<file path="src/rtl/fast_to_slow_req_arbiter.sv">
// Fast-domain arbiter feeding the shared fast-to-slow pulse stretcher.
// Define FTS_ARB_FIXED_PRI_EN for fixed priority (lowest index wins); default is round-robin.
module fast_to_slow_req_arbiter #(
  parameter int NUM_REQ        = 4,
  parameter int ID_W           = 2,
  parameter int STRETCH_CYCLES = 4,
  parameter int GAP_CYCLES     = 1
) (
  input  logic               clk_fast,
  input  logic               reset,
  input  logic [NUM_REQ-1:0] req,
  output logic [NUM_REQ-1:0] grant,
  output logic               sig_out,
  output logic [ID_W-1:0]    id_out,
  output logic               busy
);

  localparam int MAX_SG     = (STRETCH_CYCLES > GAP_CYCLES) ? STRETCH_CYCLES : GAP_CYCLES;
  localparam int MAX_C      = (MAX_SG > 2) ? MAX_SG : 2;
  localparam int CNT_W      = $clog2(MAX_C) + 1;
  localparam int REQ_EXT_W  = 1 << ID_W;
  localparam int GAP_INIT_I = (GAP_CYCLES > 0) ? GAP_CYCLES - 1 : 0;

  localparam logic [CNT_W-1:0]   HOLD_INIT = CNT_W'(STRETCH_CYCLES - 1);
  localparam logic [CNT_W-1:0]   GAP_INIT  = CNT_W'(GAP_INIT_I);
  localparam logic [NUM_REQ-1:0] ONE_REQ   = NUM_REQ'(1);
  localparam logic [ID_W:0]      NREQ_EXT  = (ID_W+1)'(NUM_REQ);

  typedef enum logic [1:0] {
    ST_IDLE = 2'd0,
    ST_HOLD = 2'd1,
    ST_GAP  = 2'd2
  } state_t;

  state_t               r_state, w_state_nxt;
  logic [CNT_W-1:0]     r_cnt, w_cnt_nxt;
  logic [NUM_REQ-1:0]   r_grant, w_grant_nxt;
  logic [ID_W-1:0]      r_id, w_id_nxt;

  logic [REQ_EXT_W-1:0] w_req_ext;
  logic [ID_W-1:0]      w_start;
  logic [ID_W-1:0]      w_win;
  logic                 w_found;
  logic [ID_W:0]        w_sum;
  logic [NUM_REQ-1:0]   w_onehot;

  // Widening to 2**ID_W lets any ID_W-bit index select safely; missing requesters read 0.
  assign w_req_ext = REQ_EXT_W'(req);

`ifdef FTS_ARB_FIXED_PRI_EN
  assign w_start = '0;
`else
  logic [ID_W-1:0] r_ptr;
  assign w_start = r_ptr;

  always_ff @(posedge clk_fast) begin
    if (reset) begin
      r_ptr <= '0;
    end else if (r_state == ST_IDLE && w_found) begin
      if (w_win == ID_W'(NUM_REQ - 1)) r_ptr <= '0;
      else                             r_ptr <= w_win + ID_W'(1);
    end
  end
`endif

  // Search NUM_REQ slots starting at w_start, wrapping at NUM_REQ.
  always_comb begin
    w_found = 1'b0;
    w_win   = '0;
    w_sum   = '0;
    for (int i = 0; i < NUM_REQ; i++) begin
      w_sum = {1'b0, w_start} + (ID_W+1)'(i);
      if (w_sum >= NREQ_EXT) w_sum = w_sum - NREQ_EXT;
      if (!w_found && w_req_ext[w_sum[ID_W-1:0]]) begin
        w_found = 1'b1;
        w_win   = w_sum[ID_W-1:0];
      end
    end
  end

  assign w_onehot = ONE_REQ << w_win;

  always_comb begin
    w_state_nxt = r_state;
    w_cnt_nxt   = r_cnt;
    w_grant_nxt = '0;
    w_id_nxt    = r_id;
    case (r_state)
      ST_IDLE: begin
        if (w_found) begin
          w_state_nxt = ST_HOLD;
          w_cnt_nxt   = HOLD_INIT;
          w_grant_nxt = w_onehot;
          w_id_nxt    = w_win;
        end
      end
      ST_HOLD: begin
        if (r_cnt == '0) begin
          if (GAP_CYCLES == 0) begin
            w_state_nxt = ST_IDLE;
            w_cnt_nxt   = '0;
          end else begin
            w_state_nxt = ST_GAP;
            w_cnt_nxt   = GAP_INIT;
          end
        end else begin
          w_cnt_nxt = r_cnt - CNT_W'(1);
        end
      end
      ST_GAP: begin
        if (r_cnt == '0) begin
          w_state_nxt = ST_IDLE;
        end else begin
          w_cnt_nxt = r_cnt - CNT_W'(1);
        end
      end
      default: begin
        w_state_nxt = ST_IDLE;
        w_cnt_nxt   = '0;
      end
    endcase
  end

  always_ff @(posedge clk_fast) begin
    if (reset) begin
      r_state <= ST_IDLE;
      r_cnt   <= '0;
      r_grant <= '0;
      r_id    <= '0;
    end else begin
      r_state <= w_state_nxt;
      r_cnt   <= w_cnt_nxt;
      r_grant <= w_grant_nxt;
      r_id    <= w_id_nxt;
    end
  end

  assign grant   = r_grant;
  assign sig_out = |r_grant;
  assign id_out  = r_id;
  assign busy    = (r_state != ST_IDLE);

endmodule
</file>
<file path="config.mk">
export PLATFORM = sky130hd
export DESIGN_NAME = fast_to_slow_req_arbiter
export DESIGN_NICKNAME = d
export VERILOG_FILES = /design/src/rtl/fast_to_slow_req_arbiter.sv
export SDC_FILE = /design/constraint.sdc
export NUM_CORES = 1
export LEC_CHECK = 0
export BUFFER_PORTS_ARGS = -buffer_cell sky130_fd_sc_hd__buf_2
export CAP_MARGIN = 10
export CORE_UTILIZATION = 52
export DETAILED_ROUTE_END_ITERATION = 10
export GPL_ROUTABILITY_DRIVEN = 0
export PLACE_DENSITY = 0.75
export SLEW_MARGIN = 20
export SYNTH_ARGS = -nofsm -noshare
export SYNTH_HDL_FRONTEND = slang
export SYNTH_SLANG_ARGS = --single-unit
</file>
<file path="constraint.sdc">
create_clock -name clk_fast -period 1.8 [get_ports clk_fast]
set_input_delay 0.18 -clock clk_fast [delete_from_list [all_inputs] [get_ports clk_fast]]
set_output_delay 0.18 -clock clk_fast [all_outputs]
set_load 0.01 [all_outputs]
</file>
=== After elaboration in Yosys (flattened, before gate mapping) ===
Index checks and enable logic that the tools add are counted.
Widths: inputs -> output; s select.

* Reduce and logical (&&, ||, !) cells: 15
* Bitwise gates (word level): 2
* Equal/unequal tests: 7
* Add/sub/neg operators: 9
* Shift operators: 1
* Multiplexer cells: 29
* $lt $le $gt $ge: 8

{| class="wikitable"
|+ Operator list
! operator !! count
|-
| $mux 2 || 12
|-
| $lt 2x3->1 const B || 4
|-
| $ge 3x3->1 const B || 3
|-
| $mux 3 || 3
|-
| $pmux 3 s3 || 1
|-
| $bmux 1 s2 || 4
|-
| $mux 1 || 8
|-
| $ne 2x2->1 const B || 4
|-
| $sub 2x1->2 const B || 4
|-
| $add 2x2->3 const B || 2
|-
| $pmux 2 s3 || 1
|-
| $eq 2x2->1 const B || 2
|-
| $logic_and 1x1->1 || 4
|-
| $reduce_and 2->1 || 2
|-
| $reduce_or 4->1 || 1
|-
| $shl 1x2->4 const A || 1
|-
| $add 2x1->3 const B || 1
|-
| $ge 2x3->1 const B || 1
|-
| $logic_not 1->1 || 3
|-
| $logic_not 3->1 || 1
|-
| $reduce_and 3->1 || 1
|-
| $reduce_or 3->1 || 1
|-
| $sub 3x1->3 const B || 1
|-
| $add 2x1->2 const B || 1
|-
| other kinds (4) || 5
|}

* Output and inout bits: 8
* Register bits: 13
* Word-level logic and storage cells: 76

=== Longest topological paths before layout ===
Gate-level depths: netlist of run 1.

* Depth after elaboration: 16
* Gate-level depth with buffers: 7
* Mapped depth without buffers: 7

=== Worst setup path before layout of run 1 ===
No wires, ideal clock.

* Path type: register to register
* Start: register r_ptr[1]
* End: register r_ptr[0]
* Setup slack: 0.241 ns
* Data required time: 1.699 ns
* Stages on the path, launching flop included: 6
* Arrival: 1.458 ns
* Setup time: 0.101 ns
* Path buffers: 0
* Cells stage by stage: dfxtp_1 -> a21oi_1 -> o32ai_2 -> inv_1 -> ha_1 -> o41ai_1

* Cells in the longest elaborated chain, start to end: 16

{| class="wikitable"
|+ RTL lines
! item !! RTL line !! text
|-
| start: declaration || 53 || <nowiki>logic [ID_W-1:0] r_ptr;</nowiki>
|-
| start signal: assignment || 61 || <nowiki>else r_ptr <= w_win + ID_W'(1);</nowiki>
|-
| parallel branches: the longest is 13 deep, another holds $add 2x1->3 || n/a ||
|-
| $mux 2 * || 74 || <nowiki>if (!w_found && w_req_ext[w_sum[ID_W-1:0]]) begin</nowiki>
|-
| net w_win[1] || 42 || <nowiki>logic [ID_W-1:0] w_win;</nowiki>
|-
| $eq 2x2->1 * || 60 || <nowiki>if (w_win == ID_W'(NUM_REQ - 1)) r_ptr <= '0;</nowiki>
|-
| $mux 2 * || 60 ||
|}

Mark *: on every way through the listed nets, which the timed path passes. The select of a mux whose other input is x is not followed.
A chain may end at the register's enable or synchronous reset.

=== Final worst setup path of run 1 ===
* Start: register r_ptr[0]
* End: register r_ptr[0]

Same word-level chain as after synthesis.

==> results.toml, run 1 <==
[cells_and_area]
fin_area_sq_um = 845
fin_nets = 106
syn_to_final_growth_pct = 11.9
final_util = 0.641
drive_gt1_frac = 0.333
antenna_cells = 0
nFillCells = 121
stdcell_count = 111

[placement]
dp_hpwl_mm = 1.09
port-buffer-count = 13
placed_area_sq_um = 818
place_ws_ns = 0.175
place_inst = 107

[sta]
fin_setup_tns_ns = 0
timing.final.crit_share = 0.915
fin_worst_skew_ns = 0.00701
setup_slack_ns = 0.154
relSlewSlack = 0.699
fmax_ghz = 0.607
min_period_ns = 1.65
grt_setup_unrepaired = "no"
hold_violations = 0
setup_viol = 0
maxSlewViolCount = 0
holdWs_ns = 0.197
worst_slew_pin_slew_ns = 0.440

[power]
switching_share = 0.365
p_leak_nw = 0.383
clkPwrFrac = 0.197
p_comb_frac = 0.388
ir_drop_mv = 0.610
switching_power_mw = 0.339
internal_power_mw = 0.589
seqPwrFrac = 0.415
p_total_mw = 0.927
power_density_nw_per_um2 = 1100

[worst_setup_path]
cp_slowest_stage_delay_ns = 0.40
r2r-start = "r_ptr[0]"
cp_top_family = "compound AO/OA/AOI/OAI gates"
startpoint = "r_ptr[0]"
required_ns = 1.96
crit_path_cell_trace = "nand2b_1, nor2b_1, o32ai_2, inv_1, ha_1, o41ai_1"
r2r_slack_ns = 0.15
cp_num_buf_inv = 1
crit_path_start_kind = "flop"
critPathArrivalTime_ns = 1.80
cpMaxStageDelayCell = "o41ai_1"
end_kind = "flop"
cp_max_fo = 3
worst-setup-path-type = "reg2reg"

[grt]
grt_pass1_wl_mm = 2.13
grt_pass1_vias = 497
grt_max_degree = 14
antenna_found_initial = 0
overflow = 0
grtUsageTotal = 0.211

[routing]
drt-initial-drc-count = 13
ant_nets = 0
wirelength_mm = 1.45
viasPerCell = 5.57
vias = 618
avgRoutedWirePerCell_um = 13.0
dr.pass1.iters = 4
drc = 0

[clock_tree]
cts_root_buffer = "clkbuf_4"
cts_hold_buf = 0
clock-sinks = 13
cts.path.max_buffers = 2
htreeDepth = 1
cts_setup_buffers = 0
cts_tree = "yes"
cts_buffers = 3
clk-insertion-delay-late_ns = 0.27
ctsResizeCount = 0
clk_pin_slew_ns = 0.08

[synth]
synth_ff_type = "dfxtp_1"
synthTopCellsByArea = "dfxtp_1 (34%), nor3_2 (5.3%), ha_1 (5.0%)"
synth-xor-area-share = 0.0116
ys_seq_elements = 13
synth_top_area_share = 0.345
synth_cell_types = 38
synth.cell_area_sq_um = 754
synth-compound-area-share = 0.207
synth_edf_count = 0
synth_common_cells = "dfxtp_1 (13), nor2_1 (7), inv_1 (5)"
yosys.area_share.adder = 0.0498
synth.most_common_cell = "dfxtp_1"
ys.warnings.count = 0
postSynthCellCount = 82
yosys.area_share.simple = 0.307
synth.avg_cell_area_sq_um = 9.20
synth_seq_area_share = 0.345
syn_nets = 91
synth_mux_area_frac = 0.0133
synth_top_cell_by_area = "dfxtp_1"
synthArstFlopShare = 0
synth_top_family_by_area = "simple AND/OR/NAND/NOR gates"

[floorplan]
die_h_um = 40.1
num_rows = 13
core_area_sq_um = 1320
fp.dieArea_sq_um = 1610
die_w_um = 40.1
ioPinCount = 14
initial_core_util = 0.573

[run_status]
status = "finished clean"

[hold_path]
hold_path_class = "in2reg"
hold_start = "reset"

[job]
drv_cap = 0
-- sequential cells by signal, summed over array words and instances (netlist names) --
register / count
grant: 4
r_state: 2
id_out: 2
r_ptr: 2
r_cnt: 3
-- routing by layer --
layer / part of all wire / global-route usage
met1: 0.50 / 0.257
met2: 0.45 / 0.331
met3: 0.037 / 0.0500
met4: 0.015 / 0.129
met5: 0 / 0
-- cell type report --
| cell class | count | area [sq um] | area share |
|---|---|---|---|
| multi-input cells | 59 | 444 | 0.526 |
| well taps | 15 | 18.8 | 0.0222 |
| clock buffers | 4 | 26.3 | 0.0311 |
| flip-flops and latches | 13 | 260 | 0.308 |
| inverters | 6 | 22.5 | 0.0267 |
| repair buffers | 14 | 72.6 | 0.0859 |
-- kinds of logic after synthesis --
group | count (synthesis)
buffers and inverters | 10
XOR/XNOR | 1
adder cells (fa/ha/maj) | 3
multiplexers | 1
AND/OR/NAND/NOR | 35
flip-flops | 13
AO/OA/AOI/OAI | 19
-- cell usage in the layout (no fill, tap or decap), types with 2 or more instances in the layout --
| cell | n |
|---|---|
| o21ai_2 | 2 |
| nor3_1 | 3 |
| buf_2 | 13 |
| nand2_1 | 2 |
| inv_1 | 5 |
| nor3_2 | 4 |
| a2111oi_0 | 2 |
| a21oi_1 | 4 |
| dfxtp_1 | 13 |
| ha_1 | 3 |
| nor2_1 | 7 |
| clkbuf_4 | 3 |
| nand3b_1 | 3 |
| nand2b_1 | 4 |
| o21ai_0 | 2 |
| nor2b_1 | 2 |
-- path summary, 6_finish.rpt --
check                            endpoint  cells past startpoint
worst max-delay path             r_ptr[0]                      6
worst min register to register  id_out[1]                      2
worst min-delay path             r_cnt[2]                      2
worst max register to register   r_ptr[0]                      6
-- power by group through the flow --
stage	Combinational (mW)	Sequential [mW]	Clock, mW
floorplan	0.287	0.380	0
global placement	0.348	0.388	0
detailed placement	0.357	0.391	0
CTS	0.360	0.385	0.185
global route	0.398	0.394	0.200
finish	0.360	0.385	0.182
Power figures use the tool's default switching activity.
==> run 2: changes to the inputs <==
CORE_MARGIN = 2   (was not set)
SLEW_MARGIN = 15   (was 20)
==> run 2 against run 1 <==
Sequential power shrank 3%. Clock power hardly changed. Utilization fell by 0.22 points. Global-route usage decreased by 2.5 points. Hold slack got worse by 0.013 ns. Critical path type unchanged. Critical endpoint is now r_ptr[1].
==> results.toml, run 2 (synthesis gave the netlist of run 1 again) <==
[cells_and_area]
antenna_cells = 0
multiInputGateArea_sq_um = 444
fin_area_sq_um = 852
regArea_sq_um = 260
syn_to_final_growth_pct = 12.9
final_cell_mix = "dfxtp_1 (13), buf_2 (13), nor2_1 (7)"
largest_register_ffs = 4
drive_gt1_frac = 0.340
fin_nets = 107
nFillCells = 125

[job]
drv_cap = 0

[grt]
grt_max_degree = 13
grtUsageTotal = 0.186
overflow = 0
antenna_found_initial = 0
grt_pass1_wl_mm = 2.52
grt_pass1_vias = 568

[placement]
dp_hpwl_mm = 1.16
port-buffer-count = 13
placed_area_sq_um = 826

[floorplan]
die_w_um = 42.1
num_rows = 13
fp.dieArea_sq_um = 1770
ioPinCount = 14
die_h_um = 42.1
initial_core_util = 0.566
core_area_sq_um = 1330

[power]
switching_power_mw = 0.338
switching_share = 0.363
ir_drop_mv = 0.633
clkPwrFrac = 0.197
p_leak_nw = 0.388
power_density_nw_per_um2 = 1090
seqPwrFrac = 0.399
p_comb_frac = 0.404
internal_power_mw = 0.594

[sta]
grt_setup_unrepaired = "no"
worst_slew_pin_slew_ns = 0.400
fin_setup_tns_ns = 0
relSlewSlack = 0.726
timing.final.crit_share = 0.878
maxSlewViolCount = 0
fin_worst_skew_ns = 0.00639
setup_viol = 0
holdWs_ns = 0.184
hold_violations = 0
fmax_ghz = 0.633
min_period_ns = 1.58

[run_status]
status = "finished clean"

[worst_setup_path]
critPathArrivalTime_ns = 1.76
crit_path_start_kind = "flop"
cp_max_fo = 4
end_kind = "flop"
required_ns = 1.98
worst-setup-path-type = "reg2reg"

[routing]
vias = 633
drt-initial-drc-count = 16
dr.pass1.iters = 4
drc = 0
viasPerCell = 5.65
wirelength_mm = 1.44
ant_nets = 0
avgRoutedWirePerCell_um = 12.9

[clock_tree]
ctsResizeCount = 0
clk-insertion-delay-late_ns = 0.28
cts.path.max_buffers = 2
clk_pin_slew_ns = 0.08
cts_root_buffer = "clkbuf_4"
cts_hold_buf = 0
cts_setup_buffers = 0
cts_tree = "yes"
clock-sinks = 13
htreeDepth = 1
cts_buffers = 3

[hold_path]
hold_path_class = "in2reg"
## run 2: cell count changes in the layout (fill, tap and decap cells not counted), sizes merged
cell	previous run	this run
buf	14	15
## run 2: critical path, cell delays in order, from the launching register on
cell	delay [ns]
dfxtp_1	0.35
nor2b_1	0.07
a21o_1	0.15
a211o_2	0.38
inv_2	0.11
ha_1	0.23
mux2i_1	0.13
nor2_1	0.05
## run 2: cell type report
class                      count  area share
sequential                    13       0.305
timing repair buffer          15      0.0940
multi-input combinational     59       0.521
clock buffer                   4      0.0308
inverter                       6      0.0264
tap                           15      0.0220
## run 2: path summary, 6_finish.rpt
kind	start	endpoint	slack, ns	cells after the start
max	r_ptr[0]	r_ptr[1]	0.22	7
min	reset	r_cnt[2]	0.18	2
max reg2reg	r_ptr[0]	r_ptr[1]	0.22	7
min reg2reg	r_cnt[2]	r_cnt[2]	0.49	2
## run 2: metrics by stage
step,setup slack [ns],cells,power [mW],util
2_1_floorplan,0.241,82,0.667,-
4_1_cts,0.197,112,0.947,0.639
6_report,0.219,112,0.933,0.639
5_1_grt,0.0776,112,0.999,0.639
3_5_place_dp,0.171,108,0.763,0.619
3_3_place_gp,0.238,108,0.744,0.619
## run 2: routing by layer
metal  routed length [um]  GRT usage
met1                  599      0.212
met2                  786      0.334
met3                   34     0.0388
met4                   22     0.0750
met5                    0          0
## run 2: power by group through the flow
| stage | combinational (mW) | clock (mW) | sequential (mW) |
|---|---|---|---|
| after detailed placement | 0.384 | 0 | 0.380 |
| after floorplan | 0.287 | 0 | 0.380 |
| final | 0.377 | 0.183 | 0.372 |
| after global placement | 0.367 | 0 | 0.378 |
| after global routing | 0.418 | 0.201 | 0.380 |
| after CTS | 0.385 | 0.190 | 0.372 |
